===== config.mk =====
export PLATFORM = sky130hd
export DESIGN_NAME = uparc_lsu
export DESIGN_NICKNAME = d
export VERILOG_FILES = /design/src/rtl/uparc_lsu_pkg.sv /design/src/rtl/uparc_lsu_lanes.sv /design/src/rtl/uparc_lsu.sv
export SDC_FILE = /design/constraint.sdc
export NUM_CORES = 1
export LEC_CHECK = 0
export ABC_CLOCK_PERIOD_IN_PS = 2000
export CAP_MARGIN = 20
export CORE_MARGIN = 2
export CORE_UTILIZATION = 43
export DETAILED_ROUTE_END_ITERATION = 7
export HOLD_SLACK_MARGIN = 0.02
export PLACE_DENSITY = 0.81
export SKIP_CTS_REPAIR_TIMING = 1
export SLEW_MARGIN = 20
export SYNTH_ARGS = -nofsm -noshare
export SYNTH_HDL_FRONTEND = slang
export SYNTH_SLANG_ARGS = --single-unit

===== constraint.sdc =====
create_clock -name clk -period 2 [get_ports clk]
set_clock_uncertainty 0.1 [all_clocks]
set_input_delay 0.2 -clock clk [delete_from_list [all_inputs] [get_ports clk]]
set_output_delay 0.2 -clock clk [all_outputs]
set_load 0.02 [all_outputs]

===== src/rtl/uparc_lsu_pkg.sv =====
`default_nettype none
// ============================================================================
// Module      : uparc_lsu_pkg
// Description : Shared constants for the uparc load/store unit. Defines the
//               bus widths, the command encodings, the FSM state encodings
//               and the natural-alignment helper.
// Revision    : 1.0 - initial release
// ============================================================================
package uparc_lsu_pkg;

  localparam int ADDR_WIDTH = 32;
  localparam int DATA_WIDTH = 32;

  // lsu_cmd encodings
  localparam logic [1:0] LSU_IDLE  = 2'd0;
  localparam logic [1:0] LSU_BYTE  = 2'd1;
  localparam logic [1:0] LSU_HWORD = 2'd2;
  localparam logic [1:0] LSU_WORD  = 2'd3;

  // FSM state encodings
  localparam logic [1:0] LSU_ST_IDLE = 2'd0;
  localparam logic [1:0] LSU_ST_CMD  = 2'd1;
  localparam logic [1:0] LSU_ST_DATA = 2'd2;

  // Natural alignment: bytes always, halfwords on even, words on 4-byte.
  function automatic logic lsu_aligned(input logic [1:0] cmd, input logic [1:0] off);
    logic ok;
    ok = 1'b1;
    case (cmd)
      LSU_HWORD: ok = (off[0] == 1'b0);
      LSU_WORD:  ok = (off == 2'b00);
      default:   ok = 1'b1;
    endcase
    return ok;
  endfunction

endpackage
`default_nettype wire


===== src/rtl/uparc_lsu_lanes.sv =====
`default_nettype none
// ============================================================================
// Module      : uparc_lsu_lanes
// Description : Combinational little-endian lane logic for the LSU.
//               Store side: replicates the right-justified store data onto
//               all lanes and derives byte enables from size and offset.
//               Load side: selects the addressed lane(s) of the bus word and
//               right-justifies them with zero extension.
// Ports       : st_size/st_off/st_wdata -> bus_wdata/bus_ben (store steering)
//               ld_size/ld_off/ld_bus_rdata -> ld_rdata (load extraction)
// Revision    : 1.0 - initial release
// ============================================================================
module uparc_lsu_lanes
  import uparc_lsu_pkg::*;
(
  input  logic [1:0]            st_size,
  input  logic [1:0]            st_off,
  input  logic [DATA_WIDTH-1:0] st_wdata,
  output logic [DATA_WIDTH-1:0] bus_wdata,
  output logic [3:0]            bus_ben,
  input  logic [1:0]            ld_size,
  input  logic [1:0]            ld_off,
  input  logic [DATA_WIDTH-1:0] ld_bus_rdata,
  output logic [DATA_WIDTH-1:0] ld_rdata
);

  logic [DATA_WIDTH-1:0] w_shifted;

  always_comb begin
    bus_wdata = st_wdata;
    bus_ben   = 4'b0000;
    case (st_size)
      LSU_BYTE: begin
        bus_wdata = {4{st_wdata[7:0]}};
        bus_ben   = 4'b0001 << st_off;
      end
      LSU_HWORD: begin
        bus_wdata = {2{st_wdata[15:0]}};
        bus_ben   = st_off[1] ? 4'b1100 : 4'b0011;
      end
      LSU_WORD: begin
        bus_wdata = st_wdata;
        bus_ben   = 4'b1111;
      end
      default: begin
        bus_wdata = st_wdata;
        bus_ben   = 4'b0000;
      end
    endcase
  end

  // Offset is already known aligned, so a byte-granular right shift brings
  // the addressed lane(s) down to bit 0 for every size.
  assign w_shifted = ld_bus_rdata >> {ld_off, 3'b000};

  always_comb begin
    ld_rdata = w_shifted;
    case (ld_size)
      LSU_BYTE:  ld_rdata = {24'd0, w_shifted[7:0]};
      LSU_HWORD: ld_rdata = {16'd0, w_shifted[15:0]};
      default:   ld_rdata = w_shifted;
    endcase
  end

endmodule
`default_nettype wire


===== src/rtl/uparc_lsu.sv =====
`default_nettype none
// ============================================================================
// Module      : uparc_lsu
// Description : Load/store unit between the memory stage and the CPU data
//               bus. Single outstanding address/data-phase transaction,
//               natural-alignment check, lane steering and load extraction.
// Ports       : lsu_* - core side (cmd/addr/wdata/rnw in, rdata/busy/errs out)
//               dbus_* - data bus (addr/cmd/rnw/wdata/ben out,
//                        cmd_ack/rdata/rdy/err in)
// Revision    : 1.0 - initial release
// ============================================================================
module uparc_lsu
  import uparc_lsu_pkg::*;
(
  input  logic                  clk,
  input  logic                  nrst,
  input  logic [ADDR_WIDTH-1:0] lsu_addr,
  input  logic [DATA_WIDTH-1:0] lsu_wdata,
  output logic [DATA_WIDTH-1:0] lsu_rdata,
  input  logic [1:0]            lsu_cmd,
  input  logic                  lsu_rnw,
  output logic                  lsu_busy,
  output logic                  lsu_err_align,
  output logic                  lsu_err_bus,
  output logic [ADDR_WIDTH-1:0] dbus_addr,
  output logic                  dbus_cmd,
  output logic                  dbus_rnw,
  output logic [DATA_WIDTH-1:0] dbus_wdata,
  output logic [3:0]            dbus_ben,
  input  logic                  dbus_cmd_ack,
  input  logic [DATA_WIDTH-1:0] dbus_rdata,
  input  logic                  dbus_rdy,
  input  logic                  dbus_err
);

  logic [1:0]            r_state;
  logic [1:0]            r_size;
  logic [1:0]            r_off;
  logic                  w_req;
  logic                  w_aligned;
  logic                  w_start;
  logic [DATA_WIDTH-1:0] w_wdata;
  logic [3:0]            w_ben;
  logic [DATA_WIDTH-1:0] w_ld_rdata;

  uparc_lsu_lanes u_lanes (
    .st_size      (lsu_cmd),
    .st_off       (lsu_addr[1:0]),
    .st_wdata     (lsu_wdata),
    .bus_wdata    (w_wdata),
    .bus_ben      (w_ben),
    .ld_size      (r_size),
    .ld_off       (r_off),
    .ld_bus_rdata (dbus_rdata),
    .ld_rdata     (w_ld_rdata)
  );

  // Commands are only looked at in IDLE; the producer is stalled otherwise.
  assign w_req         = (r_state == LSU_ST_IDLE) && (lsu_cmd != LSU_IDLE);
  assign w_aligned     = lsu_aligned(lsu_cmd, lsu_addr[1:0]);
  assign w_start       = w_req && w_aligned;
  assign lsu_err_align = w_req && !w_aligned;
  assign lsu_busy      = w_start || (r_state != LSU_ST_IDLE);

  always_ff @(posedge clk or negedge nrst) begin
    if (!nrst) begin
      r_state     <= LSU_ST_IDLE;
      r_size      <= LSU_IDLE;
      r_off       <= 2'b00;
      lsu_rdata   <= '0;
      lsu_err_bus <= 1'b0;
      dbus_addr   <= '0;
      dbus_cmd    <= 1'b0;
      dbus_rnw    <= 1'b0;
      dbus_wdata  <= '0;
      dbus_ben    <= 4'b0000;
    end else begin
      // Bus error indication is a single-cycle pulse.
      lsu_err_bus <= 1'b0;
      case (r_state)
        LSU_ST_IDLE: begin
          if (w_start) begin
            dbus_addr  <= {lsu_addr[ADDR_WIDTH-1:2], 2'b00};
            dbus_cmd   <= 1'b1;
            dbus_rnw   <= lsu_rnw;
            dbus_wdata <= w_wdata;
            dbus_ben   <= w_ben;
            r_size     <= lsu_cmd;
            r_off      <= lsu_addr[1:0];
            r_state    <= LSU_ST_CMD;
          end
        end
        LSU_ST_CMD: begin
          if (dbus_cmd_ack) begin
            dbus_cmd <= 1'b0;
            r_state  <= LSU_ST_DATA;
          end
        end
        LSU_ST_DATA: begin
          // Error wins over rdy when both are asserted.
          if (dbus_err) begin
            lsu_err_bus <= 1'b1;
            r_state     <= LSU_ST_IDLE;
          end else if (dbus_rdy) begin
            if (dbus_rnw) begin
              lsu_rdata <= w_ld_rdata;
            end
            r_state <= LSU_ST_IDLE;
          end
        end
        default: begin
          r_state <= LSU_ST_IDLE;
        end
      endcase
    end
  end

endmodule
`default_nettype wire


==> metrics.yaml, run 1 <==
status: "finished, final reports clean"
rows: 39
die_h_um: 111
antenna_cells: 0
drive_gt1_share_pct: 12.1
yosysSeqAreaShare_pct: 54.6
vias: 4248
setup_viol: 0
cp_max_fo: 22
postRouteAntennaNets: 0
hold_path.class: "in -> async"
setup.worst_path.class: "in -> reg"
end_kind: "flop"
netlist_area_sq_um: 4910
die_w_um: 111
comb_power_share_pct: 51.5
power.internal_mw: 6.78
routed_via_density: 5.28
p_sw_mw: 4.24
clk_pin_slew_ns: 0.07
clk_latency_ns: 0.34
power_leakage_nw: 3.22
avgSynthCellArea_sq_um: 11.0
ir_worst_vdd_mv: 0.831
track_usage_pct: 22.8
core_area_sq_um: 11300
antenna_found_initial: 0
grt_pass1_vias: 4398
ys_seq_elements: 107
critPathArrivalTime_ns: 2.06
cts_buffer_depth: 2
layout_setup_ws_ns: 0.0725
clkPwrFrac_pct: 15.5
finalPower_mw: 11.0
gp_routability_congestion: 0.875
max-slew-margin-rel_pct: 59.7
grt_pass1_wl_um: 22300
io_pins: 209
dr.first_iter.drc_count: 214
tightestPinTransition_ns: 0.602
drc: 0
nets: 767
wl_per_cell_um: 17.2
nFillCells: 861
cts_tree: "built"
htreeDepth: 3
io_buffers: 206
hold_viol_final: 0
syn_to_final_growth_pct: 53.7
cts_buffers: 9
maxSlewViolCount: 0
grt_max_degree: 103
fin_crit_sh_pct: 96.4
drt_wl_total_um: 13900
cp-start-kind: "input pin"
dr.pass1.iters: 5
yosys_warnings: 0
hold_ws_ns: 0.0973
cp.required_ns: 2.13
cts.sinks: 107
max_cap_viol_count: 0
yosysUniqueCellTypes: 37
swShare_pct: 38.5
initial_utilization_pct: 43.5
die_area_sq_um: 12300
synth_cells: 447
max_freq_ghz: 0.519
hpwl_um: 10500
fin_crit_ns: 1.93
seq_power_share_pct: 32.9
cts_root_buf: "clkbuf_16"
rsz0062_at_grt: "false"
pre_cts_slack_ns: -0.371
powerDensity_nw_per_um2: 1460
grt_remaining_overflow: 0
[area by class of cell]
type / count / area, sq um / share of cell area [%]
inverters: 5 / 18.8 / 0.249
well taps: 143 / 179 / 2.37
flip-flops and latches: 107 / 2680 / 35.5
multi-input cells: 302 / 2050 / 27.2
repair buffers: 232 / 2330 / 30.8
clock inverters: 6 / 48.8 / 0.647
clock buffers: 10 / 239 / 3.17
[power groups by stage]
stage	clock [mW]	combinational, mW	sequential [mW]
global placement	0	5.60	3.62
detailed placement	0	5.72	3.67
CTS	1.75	5.74	3.64
global route	1.83	6.06	3.76
finish	1.71	5.68	3.63
floorplan	0	1.89	4.69
[sequential cells by signal, summed over array words and instances (netlist names)]
signal and cells:
dbus_addr 30, dbus_ben 4, dbus_cmd 1, dbus_rnw 1, dbus_wdata 32, lsu_err_bus 1, lsu_rdata 32, r_off 2
r_size 2, r_state 2
[path summary, 6_finish.rpt]
kind	slack [ns]	cells past startpoint	from	to
max in group asynchronous	0.95	3	nrst	dbus_wdata[4]
min	0.1	2	nrst	lsu_rdata[0]
max	0.07	8	lsu_cmd[0]	dbus_addr[9]
min in group clk	0.35	2	lsu_addr[29]	dbus_addr[29]
max reg2reg	0.26	4	r_state[0]	lsu_rdata[8]
min reg2reg	0.38	2	lsu_rdata[17]	lsu_rdata[17]
[synthesized netlist by cell type]
cell type | instances | area, sq um
and3b_1 | 1 | 8.76
dfrtp_1 | 107 | 2680
nor3_1 | 1 | 5.00
nor2b_1 | 17 | 106
nor2_1 | 6 | 22.5
or2_2 | 1 | 6.26
nor3b_2 | 1 | 12.5
o21bai_1 | 1 | 7.51
o22ai_1 | 1 | 6.26
a22oi_1 | 16 | 120
o21ai_1 | 8 | 40.0
mux2_1 | 19 | 214
buf_4 | 4 | 30.0
nand2_1 | 76 | 285
buf_6 | 3 | 33.8
a21o_1 | 2 | 15.0
and4bb_1 | 1 | 12.5
mux2_2 | 30 | 338
o31ai_1 | 8 | 60.1
a21oi_1 | 10 | 50.1
mux2i_1 | 17 | 170
nor3b_1 | 1 | 7.51
o21ai_0 | 46 | 230
nand2b_1 | 3 | 18.8
conb_1 | 1 | 3.75
buf_2 | 13 | 65.1
and2_1 | 1 | 6.26
clkbuf_1 | 10 | 37.5
inv_1 | 5 | 18.8
a22o_1 | 8 | 70.1
ha_1 | 6 | 75.1
o21ai_2 | 1 | 8.76
nor3_2 | 1 | 10.0
a211oi_1 | 8 | 60.1
nand3b_1 | 1 | 7.51
a31oi_1 | 8 | 50.1
buf_1 | 4 | 15.0
[stage by stage]
step	utilization, %	TNS (ns)	std cells	instance area, sq um
after global routing	66.9	0	805	7540
final	66.9	0	805	7540
after detailed placement	64.2	-16.37	788	7240
after global placement	64.2	-11.27	788	7240
after CTS	66.8	-0.724	804	7520
after floorplan	-	0	448	4910
[layout by cell type (no fill, tap or decap), types with 3 or more instances in the layout]
master and n:
ha_1 5, nor2b_1 17, clkdlybuf4s50_1 203, a22oi_1 16, inv_1 5, a211oi_1 8, o31ai_1 8, mux2_2 30
a21oi_1 10, mux2_1 19, a31oi_1 8, o21ai_0 46, nand2_1 76, mux2i_1 16, nand2b_1 3, dfrtp_1 107
nor2_1 6, clkbuf_16 9, buf_4 19, buf_12 6, a22o_1 8, o21ai_1 8
[cell families after synthesis]
logic type,synth area share [%]
AOI/OAI and AO/OA,14.6
muxes,14.7
and+or+nand+nor,10.4
DFF,54.6
buffers and inverters,4.08
other,0.0764
adders and majority gates,1.53
[per-layer routing]
metal | vias to the layer above | GRT usage (%) | wire, um
met5 | - | 0 | 0
met4 | 0 | 7.67 | 306
met3 | 21 | 8.75 | 1390
met2 | 208 | 38.7 | 6860
met1 | 2033 | 26.4 | 5300
li1 | 1986 | - | -
[worst max-delay path, stage by stage]
cell and delay [ns]:
clkdlybuf4s50_1 0.43, buf_4 0.16, ha_1 0.21, nor3b_4 0.17, o21ai_4 0.18, buf_6 0.17, buf_12 0.17, mux2_2 0.35
(Power assumes the default switching activity.)
==> run 2, diff against run 1 <==
Settings changed: CORE_ASPECT_RATIO from default to 1.75.
==> metrics.yaml, run 2 (synthesized netlist as in run 1, its figures left out) <==
status: "finished, final reports clean"
grt_pass1_wl_um: 23300  # +4.5%
cts_root_buf: "clkbuf_16"
dr.pass1.iters: 5  # unchanged
dr.first_iter.drc_count: 173  # -19%
maxSlewViolCount: 0  # unchanged
hold_path.class: "in -> reg"
track_usage_pct: 24.1  # +1.3 points
io_buffers: 206  # unchanged
vias: 4194  # -1.3%
tightestPinTransition_ns: 0.631  # +0.0292 ns
grt_max_degree: 59  # -43%
rows: 51  # +31%
wl_per_cell_um: 18.7  # +8.7%
max_freq_ghz: 0.563  # +8.6%
initial_utilization_pct: 44.2  # +0.66 points
max_cap_viol_count: 0  # unchanged
fin_crit_ns: 1.77  # -0.153 ns
largestRegisters: "dbus_wdata (32), lsu_rdata (32), dbus_addr (30)"
die_w_um: 84.7  # -24%
htreeDepth: 3  # unchanged
postRouteAntennaNets: 0  # unchanged
die_h_um: 145  # +31%
routed_via_density: 5.32  # +0.73%
end_kind: "primary output"
clk_latency_ns: 0.33  # about the same
power_leakage_nw: 3.21  # -0.37%
drc: 0  # unchanged
critPathArrivalTime_ns: 1.47  # -0.59 ns
gp_routability_congestion: 0.825  # -5.7%
syn_to_final_growth_pct: 53.2
fin_crit_sh_pct: 88.7  # -7.6 points
final_common_cell: "clkdlybuf4s50_1"
rsz0062_at_grt: "false"
setup.worst_path.class: "reg -> out"
io_pins: 209  # unchanged
final_cell_mix: "201 x clkdlybuf4s50_1, 107 x dfrtp_1, 75 x nand2_1, 46 x o21ai_0, 30 x mux2_2"
finalNonFillerCells: 789  # -2.0%
hold_viol_final: 0  # unchanged
post-route-util_pct: 67.7  # +0.78 points
place_inst: 772  # -2.0%
powerDensity_nw_per_um2: 1460  # +0.23%
die_area_sq_um: 12300  # +0.27%
grt_remaining_overflow: 0  # unchanged
setup_viol: 0  # unchanged
grt_pass1_vias: 4349  # -1.1%
hold_ws_ns: 0.127  # +0.0298 ns
cts.sinks: 107  # unchanged
core_area_sq_um: 11100  # -1.5%
cp-start-kind: "flop"
max-slew-margin-rel_pct: 57.9  # -1.9 points
cp_max_fo: 7  # -68%
drive_gt1_share_pct: 11.6  # -0.50 points
cts_buffer_depth: 2  # unchanged
cp.required_ns: 1.70  # -0.43 ns
hpwl_um: 11400  # +8.8%
cts_buffers: 9  # unchanged
clk_pin_slew_ns: 0.07  # about the same
cts_tree: "built"
nets: 762  # -0.65%
ir_worst_vdd_mv: 0.766  # -7.9%
drt_wl_total_um: 14800  # +6.6%
antenna_found_initial: 1  # +1
run 2: layout make-up:
class / count / area [sq um]
Sequential cell: 107 / 2680
Timing Repair Buffer: 227 / 2300
Inverter: 5 / 18.8
Fill cell: 878 / 3590
Tap cell: 132 / 165
Antenna cell: 1 / 2.50
Clock buffer: 11 / 243
Multi-Input combinational cell: 302 / 2080
Clock inverter: 4 / 27.5
run 2: metal layers:
metal	vias to the layer above	global-route usage [%]	share of wire [%]
li1	1976	-	-
met1	2014	26.5	37
met2	174	44.0	54
met3	30	3.87	5.0
met4	0	11.5	4.0
met5	-	0	0
run 2: report_power, final:
part | switching, mW | internal (mW) | total, mW
Sequential | 0.539 | 3.10 | 3.64
Clock | 0.752 | 0.870 | 1.62
Combinational | 2.96 | 2.79 | 5.75
Total | 4.25 | 6.76 | 11.0
run 2: worst paths after layout:
kind / endpoint / start / cells past startpoint / slack [ns]
setup / recovery: lsu_err_align / r_state[1] / 3 / 0.23
hold / removal: r_size[0] / lsu_cmd[0] / 3 / 0.13
setup reg to reg: lsu_rdata[13] / r_state[0] / 5 / 0.23
hold reg to reg: lsu_rdata[16] / lsu_rdata[16] / 2 / 0.38
max in group asynchronous: dbus_addr[21] / nrst / 3 / 0.84
min in group asynchronous: lsu_rdata[24] / nrst / 2 / 0.26
run 2: per-stage QoR:
stage	power [mW]	area (sq um)	setup slack (ns)	TNS, ns
after floorplan	6.57	4910	0.358	0
after global placement	9.24	7160	-0.354	-19.74
after detailed placement	9.38	7160	-0.425	-24.51
after CTS	11.0	7430	-0.437	-2.15
after global routing	11.6	7510	0.0772	0
final	11.0	7510	0.225	0
run 2: worst max-delay path, cell delays in order (launching register included):
cell      delay [ns]
dfrtp_1         0.47
nor3_4          0.27
nor3b_2         0.21
clkbuf_2        0.19
